<file path="src/rtl/uart_rx_mv_sampler.sv">
// Oversampling majority-vote bit sampler for the UART receiver.
// Captures 1/3/5/7 samples centred on the bit midpoint and emits the voted bit with a noise flag.
//
// state | meaning
// ------+--------------------------------------------------------------
// IDLE  | sampler disabled or just reset
// WAIT  | enabled mid-bit or after a vote; waits for edge_cnt == 0
// ARMED | collecting samples k = 0..N-1 at edge_cnt == start+k
// VOTE  | one-cycle strobe; voted bit and noise flag were registered on entry

module uart_rx_mv_sampler #(
  parameter int PRESCALE_W  = 6,
  parameter int MAX_SAMPLES = 7,
  parameter int SYNC_STAGES = 2
) (
  input  logic                  CLK,
  input  logic                  RST,
  input  logic                  RX_IN,
  input  logic [PRESCALE_W-1:0] Prescale,
  input  logic [PRESCALE_W-1:0] edge_cnt,
  input  logic                  data_samp_en,
  input  logic [1:0]            samp_mode,
  output logic                  sampled_bit,
  output logic                  sample_valid,
  output logic                  noise_flag
);

  typedef enum logic [1:0] {S_IDLE, S_WAIT, S_ARMED, S_VOTE} state_t;

  localparam logic [2:0] MAX_N = 3'(MAX_SAMPLES);

  state_t                  state;
  logic                    rx_s;
  logic [2:0]              n_lat;
  logic [2:0]              k;
  logic [2:0]              ones;
  logic [2:0]              n_req;
  logic [2:0]              n_sel;
  logic [2:0]              ones_nxt;
  logic [PRESCALE_W-1:0]   half;
  logic [PRESCALE_W-1:0]   off_w;
  logic [PRESCALE_W-1:0]   win_start;
  logic [PRESCALE_W-1:0]   target;
  logic                    vote_bit;
  logic                    vote_noise;
  logic                    last_cap;

  generate
    if (SYNC_STAGES == 0) begin : g_nosync
      assign rx_s = RX_IN;
    end else begin : g_sync
      logic [SYNC_STAGES-1:0] sync_q;
      always_ff @(posedge CLK) begin
        if (RST) begin
          sync_q <= '0;
        end else begin
          sync_q[0] <= RX_IN;
          for (int i = 1; i < SYNC_STAGES; i++) sync_q[i] <= sync_q[i-1];
        end
      end
      assign rx_s = sync_q[SYNC_STAGES-1];
    end
  endgenerate

  assign n_req = {samp_mode, 1'b1};
  assign n_sel = (n_req > MAX_N) ? MAX_N : n_req;

  // Window start follows the live Prescale; small Prescale clamps the window to edge 0.
  assign half      = Prescale >> 1;
  assign off_w     = PRESCALE_W'((n_lat - 3'd1) >> 1);
  assign win_start = (half < off_w) ? '0 : half - off_w;
  assign target    = win_start + PRESCALE_W'(k);

  assign ones_nxt   = ones + {2'b00, rx_s};
  assign vote_bit   = ones_nxt > (n_lat >> 1);
  assign vote_noise = (ones_nxt != 3'd0) && (ones_nxt != n_lat);
  assign last_cap   = (k == n_lat - 3'd1);

  always_ff @(posedge CLK) begin
    if (RST) begin
      state        <= S_IDLE;
      n_lat        <= 3'd1;
      k            <= '0;
      ones         <= '0;
      sampled_bit  <= 1'b0;
      noise_flag   <= 1'b0;
      sample_valid <= 1'b0;
    end else if (!data_samp_en) begin
      state        <= S_IDLE;
      k            <= '0;
      ones         <= '0;
      sampled_bit  <= 1'b0;
      noise_flag   <= 1'b0;
      sample_valid <= 1'b0;
    end else begin
      sample_valid <= 1'b0;
      // Every edge_cnt == 0 while enabled starts a fresh bit, including abort of a short bit.
      if (edge_cnt == '0) begin
        state <= S_ARMED;
        n_lat <= n_sel;
        k     <= '0;
        ones  <= '0;
      end else begin
        case (state)
          S_IDLE:  state <= S_WAIT;
          S_WAIT:  state <= S_WAIT;
          S_ARMED: begin
            if (edge_cnt == target) begin
              if (last_cap) begin
                sampled_bit  <= vote_bit;
                noise_flag   <= vote_noise;
                sample_valid <= 1'b1;
                state        <= S_VOTE;
              end else begin
                k    <= k + 3'd1;
                ones <= ones_nxt;
              end
            end
          end
          S_VOTE:  state <= S_WAIT;
          default: state <= S_IDLE;
        endcase
      end
    end
  end

endmodule

</file>
<file path="config.mk">
export PLATFORM = sky130hd
export DESIGN_NAME = uart_rx_mv_sampler
export DESIGN_NICKNAME = d
export VERILOG_FILES = /design/src/rtl/uart_rx_mv_sampler.sv
export SDC_FILE = /design/constraint.sdc
export NUM_CORES = 1
export LEC_CHECK = 0
export BUFFER_PORTS_ARGS = -buffer_cell sky130_fd_sc_hd__buf_2
export CORE_UTILIZATION = 60
export CTS_BUF_LIST = sky130_fd_sc_hd__clkbuf_4
export DETAILED_ROUTE_END_ITERATION = 10
export GPL_TIMING_DRIVEN = 0
export HOLD_SLACK_MARGIN = 0.1
export PLACE_DENSITY_LB_ADDON = 0.1
export SYNTH_ARGS = -nofsm -noshare
export SYNTH_HDL_FRONTEND = slang
export SYNTH_SLANG_ARGS = --single-unit
</file>
<file path="constraint.sdc">
create_clock -name CLK -period 5.95 [get_ports CLK]
set_input_delay 0 -clock CLK [delete_from_list [all_inputs] [get_ports CLK]]
set_output_delay 0 -clock CLK [all_outputs]
set_load 0.05 [all_outputs]
</file>
==> results of run 1 <==
## final cells by class
class	count	share of cell area (%)
Multi-Input combinational cell	115	61.07
Sequential cell	15	21.78
Timing Repair Buffer	23	10.16
Tap cell	25	2.269
Clock buffer	4	2.178
Inverter	8	2.178
Buffer	1	0.3630
## metrics by stage
step           hold WS (ns)   power, W
3_5_place_dp         0.2228  0.0001383
6_report             0.1375  0.0002009
4_1_cts              0.1362  0.0002013
5_1_grt              0.1538  0.0002085
3_3_place_gp         0.2090  0.0001369
2_1_floorplan       0.07161  0.0001260
## worst max-delay path, delay by kind of cell, from the launching register on
family,cells,cell delay (ns)
AOI/OAI and AO/OA,1,0.53
xor gates and xnor gates,1,0.12
adders and majority gates,4,1.42
buffers and inverters,1,0.05
DFF,1,0.50
muxes,1,0.14
and+or+nand+nor,5,0.94
## Yosys cell counts, types with 2 or more instances
cell	n	area [um^2]
dfxtp_1	15	300.3
a21oi_1	11	55.05
nand2_1	11	41.29
nor2_1	11	41.29
ha_1	10	125.1
inv_1	8	30.03
nand4_1	8	50.05
mux2i_1	7	70.07
o31ai_1	5	37.54
nor2b_1	4	25.02
o21ai_0	4	20.02
xnor2_1	4	35.03
nand3_1	3	15.01
nor3_1	3	15.01
xor2_1	3	26.28
a21boi_0	2	15.01
and3_1	2	12.51
fa_1	2	40.04
nand2b_1	2	12.51
or2_2	2	12.51
## registers in the layout, indices dropped and copies added, names as in the netlist
signal	cells
ones	3
noise_flag	1
k	3
n_lat	2
state	2
g_sync.sync_q	2
sample_valid	1
sampled_bit	1
## kinds of logic after synthesis
family	synth area share, %
buffers and inverters	2.975
AND/OR/NAND/NOR	25.50
adder cells (fa/ha/maj)	14.03
multiplexers	6.908
AO/OA/AOI/OAI	17.96
XOR/XNOR	7.120
flip-flops	25.50
## timing repair
action                                 CTS  global route
endpoints found under the hold margin    4             0
hold buffers                             5             0
setup endpoints to repair                0             0
## power breakdown
part           switching (W)  leakage (nW)  internal, W   total, W
Clock              0.0000315        0.0184    0.0000306  0.0000620
Sequential       0.000000436         0.121     0.000101   0.000102
Combinational      0.0000201         0.490    0.0000169  0.0000370
Total              0.0000520         0.630     0.000149   0.000201
## final timing paths
check,from,to,cells past startpoint
setup / recovery,n_lat[1]$_SDFFE_PP0P_,ones[2]$_SDFFE_PP0P_,13
hold reg to reg,g_sync.sync_q[0]$_SDFF_PP0_,g_sync.sync_q[1]$_SDFF_PP0_,1
hold / removal,edge_cnt[5],state[1]$_SDFFE_PP0P_,4
setup reg to reg,n_lat[1]$_SDFFE_PP0P_,ones[2]$_SDFFE_PP0P_,13
## routing by layer
layer	up-vias	GRT usage [%]	wire length (um)
li1	568	-	-
met1	521	36.64	1139
met2	41	50.42	1364
met3	0	5.098	182
met4	0	4.118	0
met5	-	0	0
==> impl_metrics.csv, run 1 <==
group,metric,value,unit
status,status,"complete, no violations",
power_and_ir_drop,powerDensity,145.7,nW/um^2
synthesis,ys_warn_count,0,
placed_design,hpwlAfterDp,2142,um
floorplan,dieHeight,46.30,um
critical_path,cp_slowest_cell,"a21boi_0",
critical_path,end_kind,"register",
cells_and_area,post_route_cells_drive_above_1_share,18.07,%
timing,max-slew-margin-rel,60.58,%
critical_path,crit_path_cell_trace,"ha_1 -> inv_1 -> fa_1 -> nor4_2 -> nor2_1 -> ha_1 -> fa_1 -> xnor2_1 -> nand3_1 -> nor3_1 -> a21boi_0 -> nand4_1 -> mux2i_1",
synthesis,syn_area_per_cell,8.470,um^2
synthesis,syn_area,1177,um^2
placed_design,dp.cells,182,
power_and_ir_drop,ir_worst_vdd,0.0001225,V
timing,finalMaxSlewViolations,0,
timing,worst_pin_slew,0.5861,ns
cells_and_area,diodes,0,
placed_design,place_ws,2.194,ns
floorplan,coreArea,1783,um^2
critical_path,critPathRequiredTime,6.12,ns
cells_and_area,final_cell_mix,"buf_2 (19), dfxtp_1 (15), nor2_1 (11), nand2_1 (11), a21oi_1 (11)",
run,maxCapViolCount,0,
cells_and_area,layout_commonest_cell,"buf_2",
floorplan,start_util,66.04,%
worst_hold_path,min_path_type,"input pin to register",
placed_design,gp_congestion,0.9227,
global_route,grt_pass1_vias,1053,
clock_tree,cts_tree,"done",
timing,period_needed,3.825,ns
clock_tree,post-cts-setup-buffer-count,0,
placed_design,port_buffers,18,
synthesis,synth-seq-cells,15,
floorplan,num_rows,15,
cells_and_area,regArea,300.3,um^2
global_route,grt_pass1_wl,4416,um
cells_and_area,syn2layout_area_growth,17.11,%
timing,rsz0062_at_grt,"false",
critical_path,critPathLaunchType,"register",
timing,skew,0.006658,ns
cells_and_area,final_area,1379,um^2
cells_and_area,multiInputGateArea,842.1,um^2
synthesis,synthFlopType,"dfxtp_1",
timing,finalSetupViolations,0,
cells_and_area,nNetsFinal,197,
synthesis,synth.distinct_cells,42,
critical_path,critPathMaxStageDelay,0.53,ns
synthesis,netlist_instances,139,
detailed_routing,viasPerCell,5.916,
clock_tree,cts_num_sinks,15,
detailed_routing,drc_errors,0,
timing,max_freq,261.4,MHz
timing,setup_ws,2.125,ns
critical_path,r2r_slack,2.13,ns
synthesis,syn_nets,169,
detailed_routing,wl_per_cell,14.06,um
detailed_routing,first_pass_iters,4,
clock_tree,cts_max_path_buffers,2,
floorplan,boundaryPins,21,
timing,hold_viol,0,
timing,tns,0,ns
detailed_routing,ant_nets,0,
critical_path,crit_arrival,4.00,ns
synthesis,synth_edf_count,0,
power_and_ir_drop,leakagePower,0.6301,nW
detailed_routing,wl,2686,um
clock_tree,post_cts_resized,0,
clock_tree,clk_latency,0.28,ns
cells_and_area,fill_cells,141,
detailed_routing,vias,1130,
timing,period_share,64.29,%
global_route,grt_overflow,0,
clock_tree,htreeDepth,1,
cells_and_area,final_util,77.33,%
global_route,grt_max_degree,10,
placed_design,place_area,1299,um^2
synthesis,seq_area_frac_synth,25.50,%
floorplan,die_w,46.30,um
clock_tree,cts_buffers,3,
global_route,grt_antenna_before_repair,0,
cells_and_area,stdcell_count,191,
critical_path,crit_type,"register to register",
clock_tree,cts-root-buf,"clkbuf_4",
critical_path,crit_fanout,7,
detailed_routing,drt-initial-drc-count,32,
global_route,track_usage,28.59,%
floorplan,fp.dieArea,2143,um^2
synthesis,async_flop_share,0,%
clock_tree,clk_pin_slew,0.09,ns
Note: power is estimated with default switching activity, not from simulation.
==> run 2, diff against run 1 <==
--- a/config.mk
+++ b/config.mk
@@ -6,7 +6,7 @@
 export NUM_CORES = 1
 export LEC_CHECK = 0
 export BUFFER_PORTS_ARGS = -buffer_cell sky130_fd_sc_hd__buf_2
-export CORE_UTILIZATION = 60
+export CORE_UTILIZATION = 57
 export CTS_BUF_LIST = sky130_fd_sc_hd__clkbuf_4
 export DETAILED_ROUTE_END_ITERATION = 10
 export GPL_TIMING_DRIVEN = 0
==> constraint.sdc (replaced) <==
create_clock -name CLK -period 3.65 [get_ports CLK]
set_input_delay 0 -clock CLK [delete_from_list [all_inputs] [get_ports CLK]]
set_output_delay 0 -clock CLK [all_outputs]
set_load 0.05 [all_outputs]
==> run 2 against run 1 <==
Effect of this change:
- via count is 2.3% higher
- worst hold slack worse by 0.023 ns
- sequential cell count unchanged
- utilization fell by 3.9 points
- clock skew fell by 0.0054 ns
- sequential power grew 63%
- combinational power rose by 70%
- fmax up 11%
- design area grew 3.4%
- critical path type unchanged
==> impl_metrics.csv, run 2 (synthesized netlist as in run 1, its figures left out) <==
group,metric,value,unit
timing,max-slew-margin-rel,69.67,%
clock_tree,clk_latency,0.29,ns
critical_path,r2r-start,"n_lat[1]$_SDFFE_PP0P_",
global_route,use_met3,6.415,%
clock_tree,cts_num_sinks,15,
detailed_routing,ant_nets,0,
global_route,grt_pass1_vias,1037,
floorplan,start_util,60.63,%
critical_path,crit_arrival,3.66,ns
critical_path,crit_fanout,7,
detailed_routing,wl_per_cell,14.19,um
detailed_routing,wl,2781,um
cells_and_area,layout_commonest_cell,"buf_2",
timing,finalSetupViolations,0,
timing,finalMaxSlewViolations,0,
timing,skew,0.001224,ns
global_route,grt_pass1_wl,4298,um
cells_and_area,diodes,0,
cells_and_area,post_route_cells_drive_above_1_share,20.12,%
global_route,grt_overflow,0,
cells_and_area,nNetsFinal,200,
detailed_routing,drt-initial-drc-count,30,
global_route,top_usage_layer,"met2",
critical_path,crit_type,"register to register",
cells_and_area,syn2layout_area_growth,21.15,%
run,maxCapViolCount,0,
power_and_ir_drop,powerDensity,233.2,nW/um^2
detailed_routing,first_pass_iters,6,
clock_tree,htreeDepth,1,
timing,timing.hold.ws,0.1144,ns
power_and_ir_drop,leakagePower,0.6487,nW
placed_design,gp_congestion,0.8791,
critical_path,critPathMostFrequentCell,"ha_1",
global_route,grt_max_degree,10,
clock_tree,cts-root-buf,"clkbuf_4",
critical_path,end_kind,"register",
clock_tree,cts_buffers,3,
timing,hold_viol,0,
floorplan,fp.dieArea,2252,um^2
timing,worst_pin_slew,0.4492,ns
critical_path,crit_buf_inv,1,
critical_path,critPathMaxStageDelay,0.52,ns
global_route,met1_usage,33.41,%
cells_and_area,final_cell_mix,"buf_2 (19), dfxtp_1 (14), nor2_1 (11), nand2_1 (11), a21oi_1 (11)",
detailed_routing,vias,1156,
critical_path,critPathRequiredTime,3.87,ns
power_and_ir_drop,finalPower,0.0003326,W
critical_path,cp_slowest_cell,"fa_1",
floorplan,boundaryPins,21,
placed_design,hpwlAfterDp,2037,um
worst_hold_path,hp-start,"edge_cnt[5]",
cells_and_area,fill_cells,153,
critical_path,crit_start,"n_lat[1]$_SDFFE_PP0P_",
global_route,track_usage,27.29,%
critical_path,crit_path_cell_trace,"ha_1 -> inv_1 -> fa_2 -> nor4_4 -> nor2_1 -> ha_1 -> fa_1 -> xnor2_1 -> nand3_1 -> nor3_2 -> a21bo_2 -> or4_1 -> a21oi_1",
floorplan,dieHeight,47.45,um
detailed_routing,drc_errors,0,
worst_hold_path,min_path_type,"input pin to register",
detailed_routing,viasPerCell,5.898,
timing,period_needed,3.437,ns
cells_and_area,reg_top3,"k x3, ones x3",
clock_tree,clk_pin_slew,0.09,ns
global_route,met2_usage,49.04,%
timing,rsz0062_at_grt,"false",
floorplan,coreArea,1942,um^2
critical_path,crit_family,"adder cells",
timing,period_share,94.15,%
global_route,grt_antenna_before_repair,0,
clock_tree,cts_max_path_buffers,2,
floorplan,die_w,47.45,um
critical_path,critPathLaunchType,"register",
floorplan,num_rows,16,
status,status,"complete, no violations",
placed_design,port_buffers,18,
timing,max_freq,291.0,MHz
clock_tree,cts_tree,"done",
power_and_ir_drop,ir_worst_vdd,0.0002567,V
timing,tns,0,ns
## run 2: report_power, final
| part | leakage (nW) | total [W] | internal [W] | switching (W) |
|---|---|---|---|---|
| combinational | 0.508 | 0.0000629 | 0.0000290 | 0.0000339 |
| clock | 0.0184 | 0.000104 | 0.0000500 | 0.0000539 |
| sequential | 0.122 | 0.000166 | 0.000165 | 0.000000558 |
| total | 0.649 | 0.000333 | 0.000244 | 0.0000884 |
## run 2: cell type report
type / instances / area [um^2] / share of cell area (%)
Clock buffer: 4 / 30.03 / 2.105
Tap cell: 27 / 33.78 / 2.368
Inverter: 8 / 30.03 / 2.105
Multi-Input combinational cell: 115 / 858.3 / 60.18
Timing Repair Buffer: 26 / 167.7 / 11.75
Buffer: 1 / 5.005 / 0.3509
Sequential cell: 15 / 301.5 / 21.14
## run 2: what timing repair did
action	in CTS	in global routing
gates cloned	0	0
pin swaps	0	1
setup buffers	0	1
resized for setup	2	3
endpoints found under the hold margin	5	0
hold buffers	7	0
endpoints found under the setup margin	6	7
## run 2: through the flow
step / area [um^2] / std cells / worst slack (ns) / utilization, %
6_report: 1426 / 196 / 0.2135 / 73.45
5_1_grt: 1426 / 196 / 0.01265 / 73.45
4_1_cts: 1410 / 195 / 0.03168 / 72.62
3_5_place_dp: 1301 / 184 / -0.03411 / 67.01
3_3_place_gp: 1301 / 184 / -0.02244 / 67.01
2_1_floorplan: 1177 / 139 / 0.3764 / -
## run 2: routing by layer
| metal | part of all wire (%) | routed length, um | vias up |
|---|---|---|---|
| met3 | 4.4 | 121 | 4 |
| met2 | 52 | 1437 | 29 |
| met5 | 0 | 0 | - |
| met4 | 0.58 | 16 | 0 |
| met1 | 43 | 1206 | 544 |
| li1 | - | - | 579 |
## run 2: worst reg2reg max path: cells and delay by family (launching register included)
kind	cells	cell delay, ns
AND/OR/NAND/NOR	5	1.05
AO/OA/AOI/OAI	2	0.41
XOR/XNOR	1	0.12
flip-flops	1	0.41
buffers and inverters	1	0.06
adder cells (fa/ha/maj)	4	1.32
## run 2: path summary, 6_finish.rpt
check | end | cells after the start | slack [ns]
setup / recovery | k[0]$_SDFFE_PP0P_ | 13 | 0.21
hold / removal | state[1]$_SDFFE_PP0P_ | 4 | 0.11
setup reg to reg | k[0]$_SDFFE_PP0P_ | 13 | 0.21
hold reg to reg | g_sync.sync_q[1]$_SDFF_PP0_ | 1 | 0.46
